## src/rtl/cp0_intr_timer.sv

```systemverilog
// cp0_intr_timer: CP0 Count/Compare registers, timer-interrupt flag and Cause.IP composition.
// Define CP0_COUNT_HALF_RATE_EN to advance Count on every second clock (MIPS32 rate).

module cp0_intr_sync #(
    parameter int STAGES = 2
) (
    input  logic clk,
    input  logic resetn,
    input  logic d,
    output logic q
);
    logic [STAGES-1:0] chain;

    generate
        if (STAGES == 1) begin : g_one
            always_ff @(posedge clk or negedge resetn) begin
                if (!resetn) chain <= '0;
                else         chain <= d;
            end
        end else begin : g_multi
            always_ff @(posedge clk or negedge resetn) begin
                if (!resetn) chain <= '0;
                else         chain <= {chain[STAGES-2:0], d};
            end
        end
    endgenerate

    assign q = chain[STAGES-1];
endmodule

module cp0_intr_timer #(
    parameter int SYNC_STAGES = 2
) (
    input  logic        clk,
    input  logic        resetn,
    input  logic [5:0]  ext_int,
    input  logic [1:0]  sw_ip,
    input  logic        count_we,
    input  logic [31:0] count_wdata,
    input  logic        compare_we,
    input  logic [31:0] compare_wdata,
    output logic [31:0] count,
    output logic [31:0] compare,
    output logic        ti,
    output logic [7:0]  ip
);
    localparam int NUM_EXT = 6;

    logic [NUM_EXT-1:0] ext_s;
    logic [31:0]        count_q;
    logic [31:0]        compare_q;
    logic [31:0]        count_next;
    logic               ti_q;
    logic               tick;
    logic               match;

    generate
        for (genvar i = 0; i < NUM_EXT; i++) begin : g_sync
            cp0_intr_sync #(.STAGES(SYNC_STAGES)) u_sync (
                .clk    (clk),
                .resetn (resetn),
                .d      (ext_int[i]),
                .q      (ext_s[i])
            );
        end
    endgenerate

`ifdef CP0_COUNT_HALF_RATE_EN
    // Phase starts at 0, so the first increment lands on the second edge after reset.
    logic tick_q;
    always_ff @(posedge clk or negedge resetn) begin
        if (!resetn) tick_q <= 1'b0;
        else         tick_q <= ~tick_q;
    end
    assign tick = tick_q;
`else
    assign tick = 1'b1;
`endif

    always_comb begin
        count_next = count_q;
        if (count_we)  count_next = count_wdata;
        else if (tick) count_next = count_q + 32'd1;
    end

    // Only a real Count change can match, so count == compare == 0 at reset stays quiet.
    assign match = (count_next != count_q) && (count_next == compare_q);

    always_ff @(posedge clk or negedge resetn) begin
        if (!resetn) begin
            count_q   <= '0;
            compare_q <= '0;
            ti_q      <= 1'b0;
        end else begin
            count_q <= count_next;
            if (compare_we) compare_q <= compare_wdata;
            if (compare_we) ti_q <= 1'b0;
            else if (match) ti_q <= 1'b1;
        end
    end

    assign count   = count_q;
    assign compare = compare_q;
    assign ti      = ti_q;
    assign ip      = {ti_q | ext_s[5], ext_s[4:0], sw_ip};
endmodule
```

## config.mk

```make
export PLATFORM = sky130hd
export DESIGN_NAME = cp0_intr_timer
export DESIGN_NICKNAME = d
export VERILOG_FILES = /design/src/rtl/cp0_intr_timer.sv
export SDC_FILE = /design/constraint.sdc
export NUM_CORES = 1
export LEC_CHECK = 0
export BUFFER_PORTS_ARGS = -buffer_cell sky130_fd_sc_hd__buf_4
export CAP_MARGIN = 20
export CORE_UTILIZATION = 40
export DETAILED_ROUTE_END_ITERATION = 16
export PLACE_DENSITY_LB_ADDON = 0.08
export SETUP_SLACK_MARGIN = 0.2
export SLEW_MARGIN = 20
export SYNTH_ARGS = -nofsm -noshare
export SYNTH_HDL_FRONTEND = slang
export SYNTH_HIERARCHICAL = 1
export SYNTH_SLANG_ARGS = --single-unit
```

## constraint.sdc

```tcl
create_clock -name clk -period 6.9 [get_ports clk]
set_input_delay 0.345 -clock clk [delete_from_list [all_inputs] [get_ports clk]]
set_output_delay 0.345 -clock clk [all_outputs]
set_load 0.005 [all_outputs]
```

# [After elaboration in Yosys (flattened, before gate mapping)]
# Index checks and enable logic that the tools add are counted.
[classes] add_sub_neg=1 eq_ne=2 n_mux=3 n_bitwise=1 reduce_logical=2
[op_table] op="adder 32 x 1 -> 32 bit (second input constant)" n=1
[op_table] op="== test 32 bit" n=1
[op_table] op="2-to-1 mux 32 bit" n=1
[op_table] op="inequality test 32 bit" n=1
[op_table] op="2-to-1 mux 1 bit" n=2
[op_table] op="nonzero test 2 bit" n=1
[op_table] op="logical AND 1 bit" n=1
[op_table] op="OR 1 bit" n=1
[word_totals] register_bits=77 in_bits=76 output_inout_bits=73 wordCells=18

# [Longest topological paths before layout]
# Gate-level depths: netlist (run 1).
[logic_depth] depth_word=6 ltp_mapped=10 mapped_depth_nobuf=9

# [Cells and area by module]
# The synthesis (run 1) kept the hierarchy.
[modules_own_cells] mod="cp0_intr_timer" n_inst=1 cells_per_inst=519 area_per_inst_um2=4675.7 seq_area_each_um2=1626.6
[modules_own_cells] mod="cp0_intr_sync" n_inst=6 cells_per_inst=2 area_per_inst_um2=50.0 seq_area_each_um2=50.0

# [Worst setup path before layout (run 1)]
# No wires, ideal clock.
[synth_timing] path_type="flip-flop to flip-flop" start="register count_q[0], in the netlist count[0]" end="register ti_q, in the netlist ti" setup_ps=95 t_arrival_ps=2767 t_required_ps=6805 setup_slack_ps=4038 path_stages_with_launch=10 n_path_buf=0 synth_period_minus_slack_ps=2862 cell_sequence="dfrtp_1 > ha_1 > nand2_1 > nor4_2 > nand3_1 > xor2_1 > mux2i_1 > a221o_1 > or4_1 > o31ai_1"
[synth_between] elab_chain_len=5 elab_cells_between_ends=6 classes_between="add/sub: 1; eq/ne: 2; mux: 1; reduce/logical: 2"
[synth_rtl] element="from (decl)" line="50" source="logic [31:0] count_q;"
[synth_rtl] element="from (signal assigned)" line="95" source="count_q <= count_next;"
[synth_rtl] element="adder 32 x 1 -> 32 bit (*)" line="83" source="else if (tick) count_next = count_q + 32'd1;"
[synth_rtl] element="2-to-1 mux 32 bit (*)" line="82" source="if (count_we) count_next = count_wdata;"
[synth_rtl] element="net count_next[16]" line="52" source="logic [31:0] count_next;"
[synth_rtl] element="inequality test 32 bit or == test 32 bit (tied branches)" line="87" source="assign match = (count_next != count_q) && (count_next == compare_q);"
[synth_rtl] element="logical AND 1 bit (*)" line="87"
[synth_rtl] element="nonzero test 2 bit (no line) (*)"
[synth_rtl] element="to (signal assigned)" line="93" source="ti_q <= 1'b0;"
[synth_rtl] element="to (signal assigned)" line="97" source="if (compare_we) ti_q <= 1'b0;"
[synth_rtl] element="to (signal assigned)" line="98" source="else if (match) ti_q <= 1'b1;"
[synth_rtl] element="to (decl)" line="53" source="logic ti_q;"
# Mark *: on every way through the listed nets, which the timed path passes. The rest lies on a longest branch.
# A chain may end at the register's enable or synchronous reset.

# [Worst setup path in the final report (run 1)]
# Same ends and word-level chain as after synthesis.

==> flow_summary.yaml, run 1 <==
yosys:
  yosys.area_share.simple_pct: 16.87
  synth_top_family_by_area: "simple AND/OR/NAND/NOR gates"
  seq_area_frac_synth_pct: 38.72
  syn_nets: 608
  ys.flop_type: "dfrtp_1"
  syn_area_um2: 4976
  synth_compound_area_share_pct: 14.26
  syn_inst: 531
  ys_seq_elements: 77
  synth_edf_count: 0
  yosys_warnings: 6
  synth_fa_ha_area_share_pct: 0.2514
  ys_top_cells_by_area: "dfrtp_1 39%, xnor2_1 8.8%, xor2_1 7.4%, mux2_2 7.0%, nand2_1 3.6%"
  avgSynthCellArea_um2: 9.371
  synthArstFlopShare_pct: 100.0
  ys_types: 63
  yosysTopAreaCellShare_pct: 38.72
  synth_mux_area_share_pct: 7.619
  synth_top_area_cell: "dfrtp_1"
  synth_xor_xnor_area_share_pct: 16.19
global_route:
  grt_max_degree: 78
  grt_usage_pct: 29.00
  grt_pass1_wl_mm: 27.42
  antenna_found_initial: 0
  grt_pass1_vias: 4543
  grt_overflow: 0
route:
  wl_per_cell_um: 21.78
  drcViolationCount: 0
  ant_nets: 0
  viasPerCell: 5.579
  drtPass1Iterations: 5
  drt_iter0_drc: 388
  vias: 4569
  wl_mm: 17.83
worst_setup_path:
  r2r_end: "ti$_DFFE_PN0P_"
  worstPathArrival_ns: 3.99
  r2r-start: "count[0]$_DFF_PN0_"
  start_kind: "flop"
  worst_r2r_path_depth: 9
  worstSetupPathType: "reg2reg"
  crit_required_ns: 7.16
  r2r_slack_ns: 3.17
  crit_path_end_kind: "flop"
  cp_max_fo: 7
  crit_start: "count[0]$_DFF_PN0_"
pwr:
  p_leak_uw: 0.002693
  ir_drop_mv: 0.1888
  powerDensity_nw_per_um2: 216.0
sta:
  hold_viol: 0
  setup_viol: 0
  slew_headroom_pct: 34.53
  maxClockFrequency_mhz: 268.0
  final_max_slew_viol_count: 0
  worst_pin_slew_ns: 0.9739
  fin_ws_ns: 3.168
  fin_crit_ns: 3.732
  rsz0062_at_grt: "no"
  fin_crit_sh_pct: 54.08
  clock_skew_ns: 0.01153
  fin_tns_setup_ns: 0
clock_network:
  clockRootBuffer: "clkbuf_16"
  cts_tree: "yes"
  numCtsBuffers: 9
  htree_num_levels: 3
  post_cts_buffers: 0
  clkTransAtPathRegs_ns: 0.07
  cts_sinks: 77
  clockBufferDepth: 2
  clock_latency_ns: 0.36
placed_design:
  place_ws_ns: 3.228
  io_buffers: 144
  finalWeightedCongestion: 0.9402
  dp.cells: 801
  dp.final_hpwl_mm: 13.65
floorplanning:
  placementRows: 40
  fp.dieH_um: 113.5
  initial_utilization_pct: 41.26
  die_w_um: 113.5
  num_io_pins: 149
  die_area_um2: 12890
  core_area_um2: 12060
flow_run:
  maxCapViolCount: 0
cells_and_area:
  antenna_cells: 0
  fin_util_pct: 52.76
  drive_gt1_share_pct: 30.72
  final-seq-area_um2: 1927
  area.growth.synth_to_final_pct: 27.89
  nNetsFinal: 723
  fin_cells: 819
  nFillCells: 1169
  multi_input_area_um2: 2746
hold_path:
  hold_depth: 1
  min_to: "g_sync[1].u_sync/chain[0]$_DFF_PN0_"
  min_path_type: "in2reg"
  min_from: "ext_int[1]"
run_status:
  outcome: "finished, final reports clean"
## how the worst max path moves through the flow
stage                           endpoint  cells past startpoint
after floorplan           ti$_DFFE_PN0P_                      9
after global placement    ti$_DFFE_PN0P_                      9
after detailed placement  ti$_DFFE_PN0P_                      9
after CTS                 ti$_DFFE_PN0P_                      9
after global routing      ti$_DFFE_PN0P_                      9
final                     ti$_DFFE_PN0P_                      9
## worst max-delay path, cell delays in order (launching register included)
cell,delay [ns]
dfrtp_1,0.48
ha_1,0.31
nand2_1,0.23
nor4_2,0.89
nand3_1,0.24
xor2_1,0.23
mux2i_1,0.13
a221o_1,0.36
or4_1,0.50
o31ai_1,0.27
## cells in the final DEF (no fill, tap or decap), types with 15 or more instances in the layout
cell	instances
mux2_2	31
inv_1	22
nand2_1	48
buf_4	144
nor2_1	21
xnor2_1	50
dfrtp_1	77
o21ai_0	35
nand4_1	17
nand3_1	15
xor2_1	42
nor3_1	15
## report_power, final
group	internal, uW	switching, uW	total, uW
Clock	246	206	452
Sequential	492	85.2	577
Combinational	176	170	346
## repair_timing
action / CTS / global route
endpoints found under the hold margin: 0 / 21
hold buffers: 0 / 1
gates resized for setup: 0 / 0
setup endpoints to repair: 0 / 0
## routing by layer
metal | global-route usage, % | wire (um) | vias up | share of wire (%)
met1 | 40.98 | 8169 | 2225 | 46
met2 | 44.19 | 8088 | 201 | 45
met4 | 8.070 | 350 | 0 | 2.0
met5 | 0 | 0 | - | 0
li1 | - | - | 2122 | -
met3 | 6.908 | 1225 | 21 | 6.9
## sequential cells by signal (all words and copies together), names as in the netlist
register and cells:
compare 32, count 32, g_sync.u_sync/chain 12, ti 1
## cells in the mapped netlist (4+ instances only)
cell type	number
nand4_1	17
a311oi_1	5
o21ai_0	35
nand3_1	15
a211oi_1	5
nor4_1	6
xor2_1	42
nor2_1	21
buf_2	14
dfrtp_1	77
xnor2_1	50
a221oi_1	4
inv_1	22
a21oi_1	14
a31oi_1	4
o22ai_1	4
clkbuf_1	15
nand2_1	48
and3_1	7
buf_4	9
mux2_2	31
nor3_1	15
## through the flow
step | power (uW) | cell area [um2] | hold slack (ns)
after global routing | 1442 | 6364 | 0.08232
after CTS | 1384 | 6326 | 0.08585
after global placement | 924.6 | 6051 | 0.3327
after detailed placement | 925.5 | 6051 | 0.3347
after floorplan | 743.6 | 4976 | 0.04941
final | 1375 | 6364 | 0.09352
## cells by family after synthesis
family,after synthesis
compound gates,105
xor+xnor,92
fa+ha+maj,1
buf+inv,65
flops,77
mux,34
simple gates,157
## area by class of cell
type,instances,area share [%]
inverters,23,1.357
well taps,168,3.303
clock buffers,10,3.598
flip-flops and latches,77,30.28
multi-input cells,389,43.16
repair buffers,146,17.58
clock inverters,6,0.7275
No activity file was read; power rests on OpenSTA's default activity.
==> run 2: changes to the inputs <==
Clock period 6.9 ns to 3.9 ns, I/O delays scaled along.
==> run 2 against run 1 <==
Compared with the run above: largest cell class unchanged; fmax grew 12%; core utilization grew 1.2 points; critical path type unchanged; flip-flop and latch count is the same; clock skew shrank 0.0036 ns; worst setup slack lost 2.6 ns; register-to-register slack lost 2.6 ns.
==> flow_summary.yaml, run 2 (same netlist as run 1, synthesis figures left out) <==
worst_setup_path:
  crit_slowest_cell: "nor3_1"
  crit_buf_inv: 0
  crit_required_ns: 4.16
  worstPathArrival_ns: 3.59
  slowest_delay_ns: 0.66
  crit_path_end_kind: "flop"
  start_kind: "flop"
  cp_top_family: "simple AND/OR/NAND/NOR gates"
  cp_max_fo: 7
  critical_path.cell_chain: "ha_1 > nand2_1 > nor3_1 > a311oi_1 > nor4_1 > o2111ai_1 > or4_1 > o31ai_1"
  worstSetupPathType: "reg2reg"
route:
  ant_nets: 0
  viasPerCell: 5.669
  wl_per_cell_um: 21.75
  drtPass1Iterations: 5
  wl_mm: 18.14
  vias: 4728
  drt_iter0_drc: 384
  drcViolationCount: 0
clock_network:
  clkTransAtPathRegs_ns: 0.07
  numCtsBuffers: 9
  htree_num_levels: 3
  cts_sinks: 77
  clockRootBuffer: "clkbuf_16"
  clockBufferDepth: 2
  clock_latency_ns: 0.35
  hold_buffers: 6
  cts_resized: 0
  cts_tree: "yes"
  post_cts_buffers: 0
sta:
  holdWs_ns: 0.05343
  fin_tns_setup_ns: 0
  rsz0062_at_grt: "no"
  worst_pin_slew_ns: 0.7218
  fin_crit_ns: 3.331
  maxClockFrequency_mhz: 300.2
  fin_crit_sh_pct: 85.40
  slew_headroom_pct: 51.88
  setup_viol: 0
  clock_skew_ns: 0.007945
  hold_viol: 0
  final_max_slew_viol_count: 0
cells_and_area:
  nFillCells: 1115
  final_cell_mix: "153 x buf_4, 77 x dfrtp_1, 50 x xnor2_1"
  area.growth.synth_to_final_pct: 30.75
  fin_cells: 834
  layout_commonest_cell: "buf_4"
  nNetsFinal: 738
  drive_gt1_share_pct: 31.53
  antenna_cells: 0
floorplanning:
  placementRows: 40
  die_area_um2: 12890
  core_area_um2: 12060
  die_w_um: 113.5
  fp.dieH_um: 113.5
  initial_utilization_pct: 41.26
  num_io_pins: 149
hold_path:
  min_path_type: "in2reg"
pwr:
  powerDensity_nw_per_um2: 388.3
  ir_drop_mv: 0.2624
  p_leak_uw: 0.002768
placed_design:
  dp.cells: 811
  dp.final_hpwl_mm: 13.87
  finalWeightedCongestion: 0.9491
  io_buffers: 144
global_route:
  antenna_found_initial: 0
  grt_overflow: 0
  grt_pass1_vias: 4509
  grt_max_degree: 78
  grt_usage_pct: 28.84
  grt_pass1_wl_mm: 27.39
flow_run:
  maxCapViolCount: 0
run_status:
  outcome: "finished, final reports clean"
==> run 2: changes by cell type in the layout (fill, tap and decap cells not counted), sizes merged <==
cell,change
dlygate4sd3,+6
clkbuf,-1
buf,+9
inv,+1
bufinv,+1
clkinv,-2
clkinvlp,+1
==> run 2: path summary, 6_finish.rpt <==
| path | cells past startpoint | startpoint | endpoint | slack, ns |
|---|---|---|---|---|
| max | 8 | count[0]$_DFF_PN0_ | ti$_DFFE_PN0P_ | 0.57 |
| min | 3 | compare_wdata[13] | compare[13]$_DFFE_PN0P_ | 0.05 |
| max reg2reg | 8 | count[0]$_DFF_PN0_ | ti$_DFFE_PN0P_ | 0.57 |
| min reg2reg | 0 | g_sync[2].u_sync/chain[0]$_DFF_PN0_ | g_sync[2].u_sync/chain[1]$_DFF_PN0_ | 0.35 |
| max in group asynchronous | 2 | resetn | count[27]$_DFF_PN0_ | 2.94 |
| min in group asynchronous | 2 | resetn | compare[4]$_DFFE_PN0P_ | 0.44 |
==> run 2: final cells by class <==
cell class / count / area [um2] / share of cell area [%]
tap: 168 / 210.2 / 3.231
clock buffer: 9 / 225.2 / 3.462
sequential: 77 / 1927 / 29.62
multi-input combinational: 389 / 2746 / 42.21
timing repair buffer: 161 / 1230 / 18.90
clock inverter: 7 / 81.33 / 1.250
inverter: 23 / 86.33 / 1.327
==> run 2: worst min-delay path, delay by kind of cell <==
family / cells / cell delay [ns]
buffers and inverters: 1 / 0.07
AO/OA/AOI/OAI: 1 / 0.05
AND/OR/NAND/NOR: 1 / 0.04
==> run 2: layer usage <==
layer / vias to the layer above / track usage, % / wire, um
li1: 2155 / - / -
met1: 2313 / 41.90 / 8180
met2: 235 / 43.13 / 8130
met3: 25 / 5.207 / 1430
met4: 0 / 9.561 / 402
met5: - / 0 / 0
==> run 2: power breakdown <==
part | internal (uW) | total, uW | switching [uW]
clock network | 505 | 883 | 378
registers | 870 | 1020 | 146
logic | 318 | 627 | 309
total | 1690 | 2530 | 833
==> run 2: through the flow <==
| step | worst slack (ns) | power [uW] | utilization, % | instance area [um2] |
|---|---|---|---|---|
| 3_5_place_dp | 0.6601 | 1644 | 50.79 | 6126 |
| 5_1_grt | 0.4509 | 2644 | 53.94 | 6506 |
| 3_3_place_gp | 0.7001 | 1644 | 50.79 | 6126 |
| 2_1_floorplan | 1.038 | 1316 | - | 4976 |
| 6_report | 0.5694 | 2526 | 53.94 | 6506 |
| 4_1_cts | 0.6519 | 2540 | 53.83 | 6492 |
